**config.mk**
```make
export PLATFORM = sky130hd
export DESIGN_NAME = fpu_serial_io_flat
export DESIGN_NICKNAME = d
export VERILOG_FILES = /design/src/rtl/fpu_serial_io_if.sv /design/src/rtl/fpu_serial_io.sv /design/src/flat_wrapper.sv
export SDC_FILE = /design/constraint.sdc
export NUM_CORES = 1
export LEC_CHECK = 0
export CORE_UTILIZATION = 50
export CTS_CLUSTER_DIAMETER = 50
export DETAILED_ROUTE_END_ITERATION = 16
export GPL_TIMING_DRIVEN = 0
export MAX_ROUTING_LAYER = met4
export PLACE_DENSITY_LB_ADDON = 0.1
export SYNTH_ARGS = -nofsm -noshare
export SYNTH_HDL_FRONTEND = slang
export SYNTH_SLANG_ARGS = --single-unit
export TNS_END_PERCENT = 1
```
**constraint.sdc**
```tcl
create_clock -name clk -period 5.5 [get_ports clk]
set_input_delay 1.65 -clock clk [delete_from_list [all_inputs] [get_ports clk]]
set_output_delay 1.65 -clock clk [all_outputs]
set_load 0.01 [all_outputs]
```
**src/rtl/fpu_serial_io_if.sv**
```systemverilog
// Byte-wide operand and result streams of the serial FPU wrapper.
// The master side drives operand bytes in and accepts result bytes out.
interface fpu_serial_io_if;
    logic       in_valid;
    logic       in_ready;
    logic [7:0] in_data;
    logic       out_valid;
    logic       out_ready;
    logic [7:0] out_data;

    modport master (
        output in_valid, in_data, out_ready,
        input  in_ready, out_valid, out_data
    );

    modport slave (
        input  in_valid, in_data, out_ready,
        output in_ready, out_valid, out_data
    );
endinterface

```
**src/rtl/fpu_serial_io.sv**
```systemverilog
// Byte-serial operand loader and result unloader for a combinational FP adder:
// eight operand bytes in (MSB first), settle for RESULT_WAIT cycles, four sum bytes out.
module fpu_serial_io #(
    parameter int unsigned RESULT_WAIT = 1
) (
    input  logic                 clk,
    input  logic                 rst_n,
    fpu_serial_io_if.slave       bus,
    output logic [31:0]          op_a,
    output logic [31:0]          op_b,
    input  logic [31:0]          sum,
    output logic                 busy
);

    typedef enum logic [1:0] {
        ST_LOAD,
        ST_WAIT,
        ST_SEND
    } state_t;

    state_t      state_q,     state_d;
    logic [2:0]  cnt_q,       cnt_d;
    logic [3:0]  wait_q,      wait_d;
    logic [63:0] stage_q,     stage_d;
    logic [31:0] op_a_q,      op_a_d;
    logic [31:0] op_b_q,      op_b_d;
    logic [31:0] result_q,    result_d;
    logic        in_ready_q,  in_ready_d;
    logic        out_valid_q, out_valid_d;
    logic [7:0]  out_data_q,  out_data_d;
    logic        busy_q,      busy_d;

    logic        in_hs;
    logic        out_hs;
    logic [1:0]  next_idx;
    logic [31:0] result_shifted;

    assign in_hs  = bus.in_valid & in_ready_q;
    assign out_hs = out_valid_q & bus.out_ready;

    // Selects the byte following the one currently on out_data, MSB first.
    assign next_idx       = cnt_q[1:0] + 2'd1;
    assign result_shifted = result_q << {next_idx, 3'b000};

    always_comb begin
        // NOTE: every *_d gets its hold value first so no branch can infer a latch.
        state_d     = state_q;
        cnt_d       = cnt_q;
        wait_d      = wait_q;
        stage_d     = stage_q;
        op_a_d      = op_a_q;
        op_b_d      = op_b_q;
        result_d    = result_q;
        in_ready_d  = in_ready_q;
        out_valid_d = out_valid_q;
        out_data_d  = out_data_q;
        busy_d      = busy_q;

        case (state_q)
            ST_LOAD: begin
                in_ready_d = 1'b1;
                if (in_hs) begin
                    stage_d = {stage_q[55:0], bus.in_data};
                    busy_d  = 1'b1;
                    if (cnt_q == 3'd7) begin
                        // Both operands reach the adder on the same edge, never partially.
                        op_a_d     = stage_d[63:32];
                        op_b_d     = stage_d[31:0];
                        cnt_d      = 3'd0;
                        wait_d     = 4'(RESULT_WAIT);
                        in_ready_d = 1'b0;
                        state_d    = ST_WAIT;
                    end else begin
                        cnt_d = cnt_q + 3'd1;
                    end
                end
            end

            ST_WAIT: begin
                in_ready_d = 1'b0;
                if (wait_q == 4'd1) begin
                    result_d    = sum;
                    out_data_d  = sum[31:24];
                    out_valid_d = 1'b1;
                    cnt_d       = 3'd0;
                    state_d     = ST_SEND;
                end else begin
                    wait_d = wait_q - 4'd1;
                end
            end

            ST_SEND: begin
                in_ready_d = 1'b0;
                if (out_hs) begin
                    if (cnt_q == 3'd3) begin
                        out_valid_d = 1'b0;
                        out_data_d  = 8'h00;
                        busy_d      = 1'b0;
                        in_ready_d  = 1'b1;
                        cnt_d       = 3'd0;
                        state_d     = ST_LOAD;
                    end else begin
                        cnt_d      = cnt_q + 3'd1;
                        out_data_d = result_shifted[31:24];
                    end
                end
            end

            default: begin
                state_d = ST_LOAD;
            end
        endcase
    end

    always_ff @(posedge clk or negedge rst_n) begin
        if (!rst_n) begin
            state_q <= ST_LOAD;
        end else begin
            // NOTE: non-blocking so every register samples pre-edge values together.
            state_q <= state_d;
        end
    end

    always_ff @(posedge clk or negedge rst_n) begin
        if (!rst_n) begin
            cnt_q       <= 3'd0;
            wait_q      <= 4'd0;
            stage_q     <= 64'd0;
            op_a_q      <= 32'd0;
            op_b_q      <= 32'd0;
            result_q    <= 32'd0;
            in_ready_q  <= 1'b0;
            out_valid_q <= 1'b0;
            out_data_q  <= 8'h00;
            busy_q      <= 1'b0;
        end else begin
            cnt_q       <= cnt_d;
            wait_q      <= wait_d;
            stage_q     <= stage_d;
            op_a_q      <= op_a_d;
            op_b_q      <= op_b_d;
            result_q    <= result_d;
            in_ready_q  <= in_ready_d;
            out_valid_q <= out_valid_d;
            out_data_q  <= out_data_d;
            busy_q      <= busy_d;
        end
    end

    assign bus.in_ready  = in_ready_q;
    assign bus.out_valid = out_valid_q;
    assign bus.out_data  = out_data_q;
    assign op_a          = op_a_q;
    assign op_b          = op_b_q;
    assign busy          = busy_q;

endmodule

```
**src/flat_wrapper.sv**
```systemverilog
// flat-port wrapper written by rule: the top's interface ports become plain ports
module fpu_serial_io_flat 
#(
    parameter int unsigned RESULT_WAIT = 1
)
  (clk, rst_n, op_a, op_b, sum, busy, bus_in_valid, bus_in_data, bus_out_ready, bus_in_ready, bus_out_valid, bus_out_data);
  fpu_serial_io_if bus_i ();
  input  logic clk;
  input  logic rst_n;
  output logic [31:0] op_a;
  output logic [31:0] op_b;
  input  logic [31:0] sum;
  output logic busy;
  input wire logic [$bits(bus_i.in_valid)-1:0] bus_in_valid;
  input wire logic [$bits(bus_i.in_data)-1:0] bus_in_data;
  input wire logic [$bits(bus_i.out_ready)-1:0] bus_out_ready;
  output wire logic [$bits(bus_i.in_ready)-1:0] bus_in_ready;
  output wire logic [$bits(bus_i.out_valid)-1:0] bus_out_valid;
  output wire logic [$bits(bus_i.out_data)-1:0] bus_out_data;
  assign bus_i.in_valid = bus_in_valid;
  assign bus_i.in_data = bus_in_data;
  assign bus_i.out_ready = bus_out_ready;
  assign bus_in_ready = bus_i.in_ready;
  assign bus_out_valid = bus_i.out_valid;
  assign bus_out_data = bus_i.out_data;
  fpu_serial_io #(.RESULT_WAIT(RESULT_WAIT)) u_core (.clk(clk), .rst_n(rst_n), .bus(bus_i), .op_a(op_a), .op_b(op_b), .sum(sum), .busy(busy));
endmodule
```
==> qor.yml, run 1 <==
utilization: 0.6729
crit_end: "bus_in_ready"
final_nets: 657
use_met3: 0.05377
ant_nets: 0
die_w_um: 120.6
grt_util_met2: 0.3279
p_comb_frac: 0.306
rsz0062_at_grt: "false"
dr.pass1.iters: 4
vias: 4200
fill_cells: 1002
holdCritPathClass: "reg -> reg"
dpl_cell_area_um2: 8463
insertedDiodeCount: 0
grt_pass1_vias: 4412
p_seq_frac: 0.432
setup_violations: 0
syn2layout_area_growth_pct: 28.78
worst_slew_pin_slew_ns: 0.6614
cts_resized: 0
startpoint: "u_core.bus.in_ready"
finalCritPeriodShare: 0.5579
clockBufferDepth: 2
cp_top_family: "buffers and inverters"
cts_buffers: 17
final_area_um2: 9052
grt_start_max_net_pins: 132
yosysMostFrequentCell: "dfrtp_1"
hpwl_mm: 9.530
cp.arrival_ns: 1.42
tns_ns: 0
synth-main-ff-cell: "dfrtp_1"
die_h_um: 120.6
antenna_found_initial: 0
coreArea_um2: 13450
leakagePower_nw: 4.224
cp.depth: 1
grt_pass1_wl_mm: 22.66
clk_pin_slew_worst_paths_ns: 0.06
gp_congestion: 0.8034
wl_per_cell_um: 17.48
syn_inst: 463
synth-seq-cells: 172
switching_share: 0.3007
critPathLaunchType: "flip-flop"
netlist_top_cells_area: "dfrtp_1, mux2_2, mux4_2"
globalRouteMet1Util: 0.2733
timing.final.crit_period_ns: 3.068
intPower_mw: 3.163
dieArea_um2: 14540
power.total_mw: 4.523
ys_async_sr_fraction: 1.000
ys_top_cells_by_count: "dfrtp_1, mux2_2, a21oi_1, buf_2, nand2_1"
hold_viol: 0
drive_above_1_share: 0.3469
netlist_area_um2: 7029
max-slew-margin-rel: 0.5591
critical_path.max_stage_delay_ns: 0.57
grt_use_total: 0.2132
cpMaxStageDelayCell: "clkdlybuf4s50_1"
first_iter_violations: 200
postCtsSetupBuffers: 0
crit_required_ns: 3.85
drv_cap: 0
fmax_ghz: 0.3259
r2r.worst_path.cells: 6
dpl_worst_slack_ns: 2.033
clk_latency_ns: 0.42
fin_skew_ns: 0.008144
viasPerCell: 5.316
cp_num_buf_inv: 1
r2r-start: "u_core.cnt_q[0]"
yosysTopAreaCellShare: 0.6123
power_density_nw_per_um2: 499.7
synth_edf_count: 0
grt-busiest-layer: "met2"
critical_path_class: "reg -> out"
power_switching_mw: 1.360
cts_root_buffer: "clkbuf_16"
synth_nets: 519
yosysWarnings: 0
drc: 0
cts_tree: "yes"
cts.sinks: 172
status: "finished, final reports clean"
synth_area_leader_cell: "dfrtp_1"
final_max_slew_viol_count: 0
ff2ff_setup_slack_ns: 3.35
stdcell_count: 790
clockPowerShare: 0.262
critical_path.cell_chain: "clkdlybuf4s50_1"
synth_seq_area_share: 0.6123
hold_slack_ns: 0.4955
row_count: 42
fin_ws_ns: 2.432
start_util: 0.5225
r2r-end: "u_core.op_a[8]"
crit_path_end_kind: "output port"
port_buffers: 118
dp_cells: 758
crit_path_max_fanout: 6
cts-htree-levels: 4
io_pins: 119
vdd_drop_max_v: 0.0002868
avgSynthCellArea_um2: 15.18
overflow: 0
drt_wl_total_mm: 13.81
synth_cell_types: 35
holdBufCountCts: 0
## routing by layer
metal	share of wire	vias up
met5	0	-
met4	0.016	0
met3	0.047	19
met2	0.49	108
met1	0.45	2143
li1	-	1930
## final cells by class
class	count	area (um2)	share of cell area
flip-flops and latches	172	4304	0.4755
well taps	176	220.2	0.02433
repair buffers	119	1214	0.1341
clock inverters	9	111.4	0.01230
plain buffers	21	113.9	0.01258
clock buffers	23	478.0	0.05280
inverters	9	33.78	0.003732
multi-input cells	261	2577	0.2847
## kinds of logic (layout without fill, tap and decap cells)
family          Yosys count  count (layout)  synth area share
compound gates           36              36           0.03293
simple gates             48              48           0.03578
mux                     165             165            0.2766
flops                   172             172            0.6123
fa+ha+maj                12              12           0.02136
buf+inv                  30             181           0.02100
## flip-flops by register name, summed over array words and instances, names as in the netlist
register and count:
u_core.busy 1, u_core.result_q 32, u_core.stage_q 56, u_core.bus.out_data 8, u_core.op_a 32, u_core.wait_q 4, u_core.bus.out_valid 1, u_core.state_q 2
u_core.bus.in_ready 1, u_core.cnt_q 3, u_core.op_b 32
## worst min path at each step
stage | depth (start not counted) | from | to
finish | 1 | u_core.result_q[24] | u_core.result_q[24]
floorplan | 1 | u_core.result_q[24] | u_core.result_q[24]
CTS | 1 | u_core.result_q[24] | u_core.result_q[24]
detailed placement | 1 | u_core.result_q[24] | u_core.result_q[24]
global route | 1 | u_core.result_q[28] | u_core.result_q[28]
global placement | 1 | u_core.result_q[24] | u_core.result_q[24]
## layout by cell type (no fill, tap or decap), drive strengths merged
master | Yosys | routed
a21oi | 18 | 18
or3b | 1 | 1
nand2 | 13 | 13
mux4 | 8 | 8
ha | 12 | 12
a21o | 1 | 1
dfrtp | 172 | 172
a22oi | 2 | 2
clkdlybuf4s50 | 0 | 117
mux2 | 154 | 154
or4 | 1 | 1
and2 | 1 | 1
a31oi | 1 | 1
nor2 | 13 | 13
a221oi | 1 | 1
clkinvlp | 0 | 2
inv | 9 | 10
mux2i | 3 | 3
clkinv | 0 | 4
nand2b | 2 | 2
nand3 | 4 | 4
o21ai | 7 | 7
nor3 | 1 | 1
a32oi | 1 | 1
clkbuf | 4 | 27
buf | 17 | 19
bufinv | 0 | 2
a22o | 1 | 1
or3 | 1 | 1
nor2b | 10 | 10
o21a | 1 | 1
o31ai | 3 | 3
nand4 | 1 | 1
## power groups by stage
stage	combinational (mW)	sequential [mW]	clock (mW)
floorplan	0.947	1.91	0
CTS	1.40	1.96	1.21
detailed placement	1.38	1.97	0
global route	1.51	2.01	1.26
global placement	1.34	1.95	0
finish	1.38	1.95	1.18
(Power assumes the default switching activity.)
==> inputs of run 2 (changes only) <==
--- a/config.mk
+++ b/config.mk
@@ -5,7 +5,7 @@
 export SDC_FILE = /design/constraint.sdc
 export NUM_CORES = 1
 export LEC_CHECK = 0
-export CORE_UTILIZATION = 50
+export CORE_UTILIZATION = 48
 export CTS_CLUSTER_DIAMETER = 50
 export DETAILED_ROUTE_END_ITERATION = 16
 export GPL_TIMING_DRIVEN = 0
==> constraint.sdc (replaced) <==
create_clock -name clk -period 2.8 [get_ports clk]
set_input_delay 0.84 -clock clk [delete_from_list [all_inputs] [get_ports clk]]
set_output_delay 0.84 -clock clk [all_outputs]
set_load 0.01 [all_outputs]
==> qor.yml, run 2 (synthesis results as in run 1) <==
dr.pass1.iters: 4
gp_congestion: 0.7933
tns_ns: 0
drc: 0
drt_wl_total_mm: 13.64
row_count: 43
finalCritPeriodShare: 0.8077
grt_pass1_wl_mm: 22.60
fin_ws_ns: 0.5384
max-slew-margin-rel: 0.5925
postCtsSetupBuffers: 0
fmax_ghz: 0.4422
vdd_drop_max_v: 0.0005214
largest_reg_flops: 56
ant_nets: 0
io_pins: 119
grt_use_total: 0.2049
antenna_found_initial: 0
syn2layout_area_growth_pct: 28.30
timing.final.crit_period_ns: 2.262
viasPerCell: 5.238
wl_per_cell_um: 17.20
cpMaxStageDelayCell: "clkdlybuf4s50_1"
fill_cells: 1056
hold_viol: 0
fin_skew_ns: 0.003950
holdCritPathClass: "in -> async"
worst_slew_pin_slew_ns: 0.6112
clk_pin_slew_worst_paths_ns: 0.06
dpl_worst_slack_ns: 0.1531
first_iter_violations: 175
rsz0062_at_grt: "false"
critical_path_class: "reg -> out"
status: "finished, final reports clean"
mostFrequentLayoutCells: "dfrtp_1, mux2_2, clkdlybuf4s50_1"
die_h_um: 123.0
port_buffers: 118
power_density_nw_per_um2: 965.4
leakagePower_nw: 4.211
clk_latency_ns: 0.42
grt_start_max_net_pins: 103
crit_path_end_kind: "output port"
final_max_slew_viol_count: 0
die_w_um: 123.0
cts-htree-levels: 4
cts_buffers: 17
cts_tree: "yes"
coreArea_um2: 14100
start_util: 0.4987
critical_path.max_stage_delay_ns: 0.57
dieArea_um2: 15130
cp_top_family: "buffers and inverters"
cts_root_buffer: "clkbuf_16"
critical_path.cell_chain: "clkdlybuf4s50_1"
max_flop_register: "u_core.stage_q"
clockBufferDepth: 2
critPathLaunchType: "flip-flop"
cts.sinks: 172
hold_slack_ns: 0.3718
layout_commonest_cell: "dfrtp_1"
overflow: 0
drive_above_1_share: 0.3475
insertedDiodeCount: 0
crit_path_max_fanout: 6
hpwl_mm: 9.603
cp_num_buf_inv: 1
holdBufCountCts: 0
drv_cap: 0
final_nets: 657
vias: 4154
setup_violations: 0
cp.arrival_ns: 1.42
crit_required_ns: 1.96
grt_pass1_vias: 4416
cts_resized: 0
==> run 2: path summary, 6_finish.rpt <==
path	from	to	slack [ns]	depth (start not counted)
setup / recovery	u_core.bus.in_ready	bus_in_ready	0.54	1
hold / removal	rst_n	u_core.bus.out_valid	0.37	1
setup reg to reg	u_core.state_q[0]	u_core.stage_q[40]	0.71	6
hold reg to reg	u_core.result_q[24]	u_core.result_q[24]	0.49	1
max in group asynchronous	rst_n	u_core.op_a[26]	1.56	2
min in group clk	u_core.result_q[24]	u_core.result_q[24]	0.49	1
==> run 2: final cells by class <==
type	count	area [um2]	area share
clock buffer	25	515.5	0.05716
multi-input combinational	261	2577	0.2858
clock inverter	6	35.03	0.003885
sequential	172	4304	0.4772
buffer	21	113.9	0.01262
tap	180	225.2	0.02497
timing repair buffer	119	1214	0.1346
inverter	9	33.78	0.003746
==> run 2: where the power goes <==
| group | switching, mW | internal [mW] |
|---|---|---|
| Clock | 0.901 | 1.27 |
| Sequential | 0.538 | 3.31 |
| Combinational | 1.18 | 1.52 |
| Total | 2.62 | 6.09 |
==> run 2: per-layer routing <==
metal,vias to the layer above,track usage,share of wire
met5,-,-,0
met4,0,0.06627,0.0082
met3,13,0.05581,0.038
met2,84,0.3097,0.49
met1,2142,0.2697,0.47
li1,1915,-,-
==> run 2: stage by stage <==
stage	area, um2	util	cells	total power, mW
3_3_place_gp	8436	0.5984	761	6.466
4_1_cts	9019	0.6398	793	8.793
2_1_floorplan	7029	-	463	5.620
6_report	9019	0.6398	793	8.707
5_1_grt	9019	0.6398	793	9.251
3_5_place_dp	8468	0.6007	762	6.602
==> run 2: worst register-to-register path, stage by stage (launching register included) <==
cell and delay (ns):
dfrtp_1 0.40, inv_1 0.11, ha_1 0.30, nand3_1 0.17, buf_2 0.30, buf_2 0.31
mux2_2 0.37
==> inputs of run 3 (changes only) <==
==> constraint.sdc (replaced) <==
create_clock -name clk -period 2 [get_ports clk]
set_input_delay 0.6 -clock clk [delete_from_list [all_inputs] [get_ports clk]]
set_output_delay 0.6 -clock clk [all_outputs]
set_load 0.01 [all_outputs]
==> qor.yml, run 3 (synthesis results as in run 1) <==
largest_reg_flops: 56
fin_skew_ns: 0.005815
first_iter_violations: 225
finalCritPeriodShare: 0.9948
critical_path_class: "reg -> reg"
hpwl_mm: 9.603
wl_per_cell_um: 17.20
grt_use_total: 0.2051
timing.final.crit_period_ns: 1.990
vdd_drop_max_v: 0.0007305
clk_pin_slew_worst_paths_ns: 0.06
cp.arrival_ns: 2.29
mostFrequentLayoutCells: "dfrtp_1, mux2_2, clkdlybuf4s50_1"
drt_wl_total_mm: 13.64
fin_ws_ns: 0.01031
layout_commonest_cell: "dfrtp_1"
ant_nets: 0
coreArea_um2: 14100
start_util: 0.4987
crit_path_end_kind: "flip-flop"
max_flop_register: "u_core.stage_q"
row_count: 43
cpMaxStageDelayCell: "or3b_4"
cts_root_buffer: "clkbuf_16"
dieArea_um2: 15130
rsz0062_at_grt: "true"
overflow: 0
final_nets: 657
hold_slack_ns: 0.1360
clockBufferDepth: 2
status: "finished, final reports clean"
stdcell_count: 793
cts.sinks: 172
gp_congestion: 0.7933
viasPerCell: 5.248
dpl_cell_area_um2: 8468
critPathLaunchType: "flip-flop"
cts-htree-levels: 4
critical_path.max_stage_delay_ns: 0.44
final_area_um2: 9060
antenna_found_initial: 0
syn2layout_area_growth_pct: 28.89
cts_tree: "yes"
clk_latency_ns: 0.42
vias: 4162
dpl_worst_slack_ns: -0.4069
crit_required_ns: 2.30
postCtsSetupBuffers: 0
drc: 0
insertedDiodeCount: 0
holdBufCountCts: 0
die_h_um: 123.0
grt_start_max_net_pins: 103
critical_path.cell_chain: "inv_1 > ha_1 > or3b_4 > nor2_8 > buf_4 > mux2_2"
drive_above_1_share: 0.3556
dp_cells: 762
fmax_ghz: 0.5026
crit_path_max_fanout: 10
worst_slew_pin_slew_ns: 0.5793
setup_violations: 0
holdCritPathClass: "in -> async"
io_pins: 119
hold_viol: 0
cts_buffers: 17
max-slew-margin-rel: 0.6138
power_density_nw_per_um2: 1347
tns_ns: 0
die_w_um: 123.0
final_max_slew_viol_count: 0
dr.pass1.iters: 4
port_buffers: 118
leakagePower_nw: 4.295
grt_pass1_wl_mm: 22.61
drv_cap: 0
grt_pass1_vias: 4421
## run 3: cell count changes in the layout (fill, tap and decap cells not counted), sizes merged
| cell | before | now |
|---|---|---|
| clkdlybuf4s50 | 117 | 112 |
| dlymetal6s2s | 0 | 3 |
| dlygate4sd2 | 0 | 2 |
## run 3: layout make-up
class                   instances  area [um2]
flip-flops and latches        172        4304
multi-input cells             261        2582
repair buffers                119        1219
clock inverters                 6       35.03
inverters                       9       33.78
clock buffers                  25       515.5
fillers                      1056        5036
well taps                     180       225.2
plain buffers                  21       145.1
## run 3: metal layers
layer / global-route usage / vias to the layer above / part of all wire
met3: 0.05581 / 16 / 0.040
met4: 0.06551 / 0 / 0.011
met1: 0.2693 / 2139 / 0.46
met2: 0.3111 / 96 / 0.49
met5: - / - / 0
li1: - / 1911 / -
## run 3: report_power, final
part           total, mW  leakage [nW]  switching, mW  internal (mW)
logic               3.79          1.78           1.65           2.14
clock network       3.04         0.271           1.26           1.77
registers           5.38          2.24          0.749           4.63
total               12.2          4.29           3.66           8.54
## run 3: metrics by stage
step,power (mW),utilization
2_1_floorplan,7.867,-
3_3_place_gp,9.053,0.5984
3_5_place_dp,9.243,0.6007
4_1_cts,12.32,0.6418
5_1_grt,12.98,0.6427
6_report,12.21,0.6427
## run 3: worst paths after layout
kind / startpoint / to / slack, ns / cells past startpoint
hold reg to reg: u_core.result_q[24] / u_core.result_q[24] / 0.49 / 1
max in group asynchronous: rst_n / u_core.stage_q[38] / 1.00 / 2
setup / recovery: u_core.wait_q[1] / u_core.result_q[19] / 0.01 / 6
min in group clk: u_core.result_q[24] / u_core.result_q[24] / 0.49 / 1
setup reg to reg: u_core.wait_q[1] / u_core.result_q[19] / 0.01 / 6
hold / removal: rst_n / u_core.bus.out_valid / 0.14 / 1
## run 3: what timing repair did
item | CTS | global route
setup endpoints to repair | 118 | 126
resized for setup | 15 | 8
pin swaps | 0 | 0
hold endpoints to repair | 0 | 0
## run 3: critical path, delay by kind of cell, from the launching register on
| kind | cells | cell delay, ns |
|---|---|---|
| mux | 1 | 0.35 |
| fa+ha+maj | 1 | 0.16 |
| simple gates | 2 | 0.63 |
| flops | 1 | 0.40 |
| buf+inv | 2 | 0.34 |
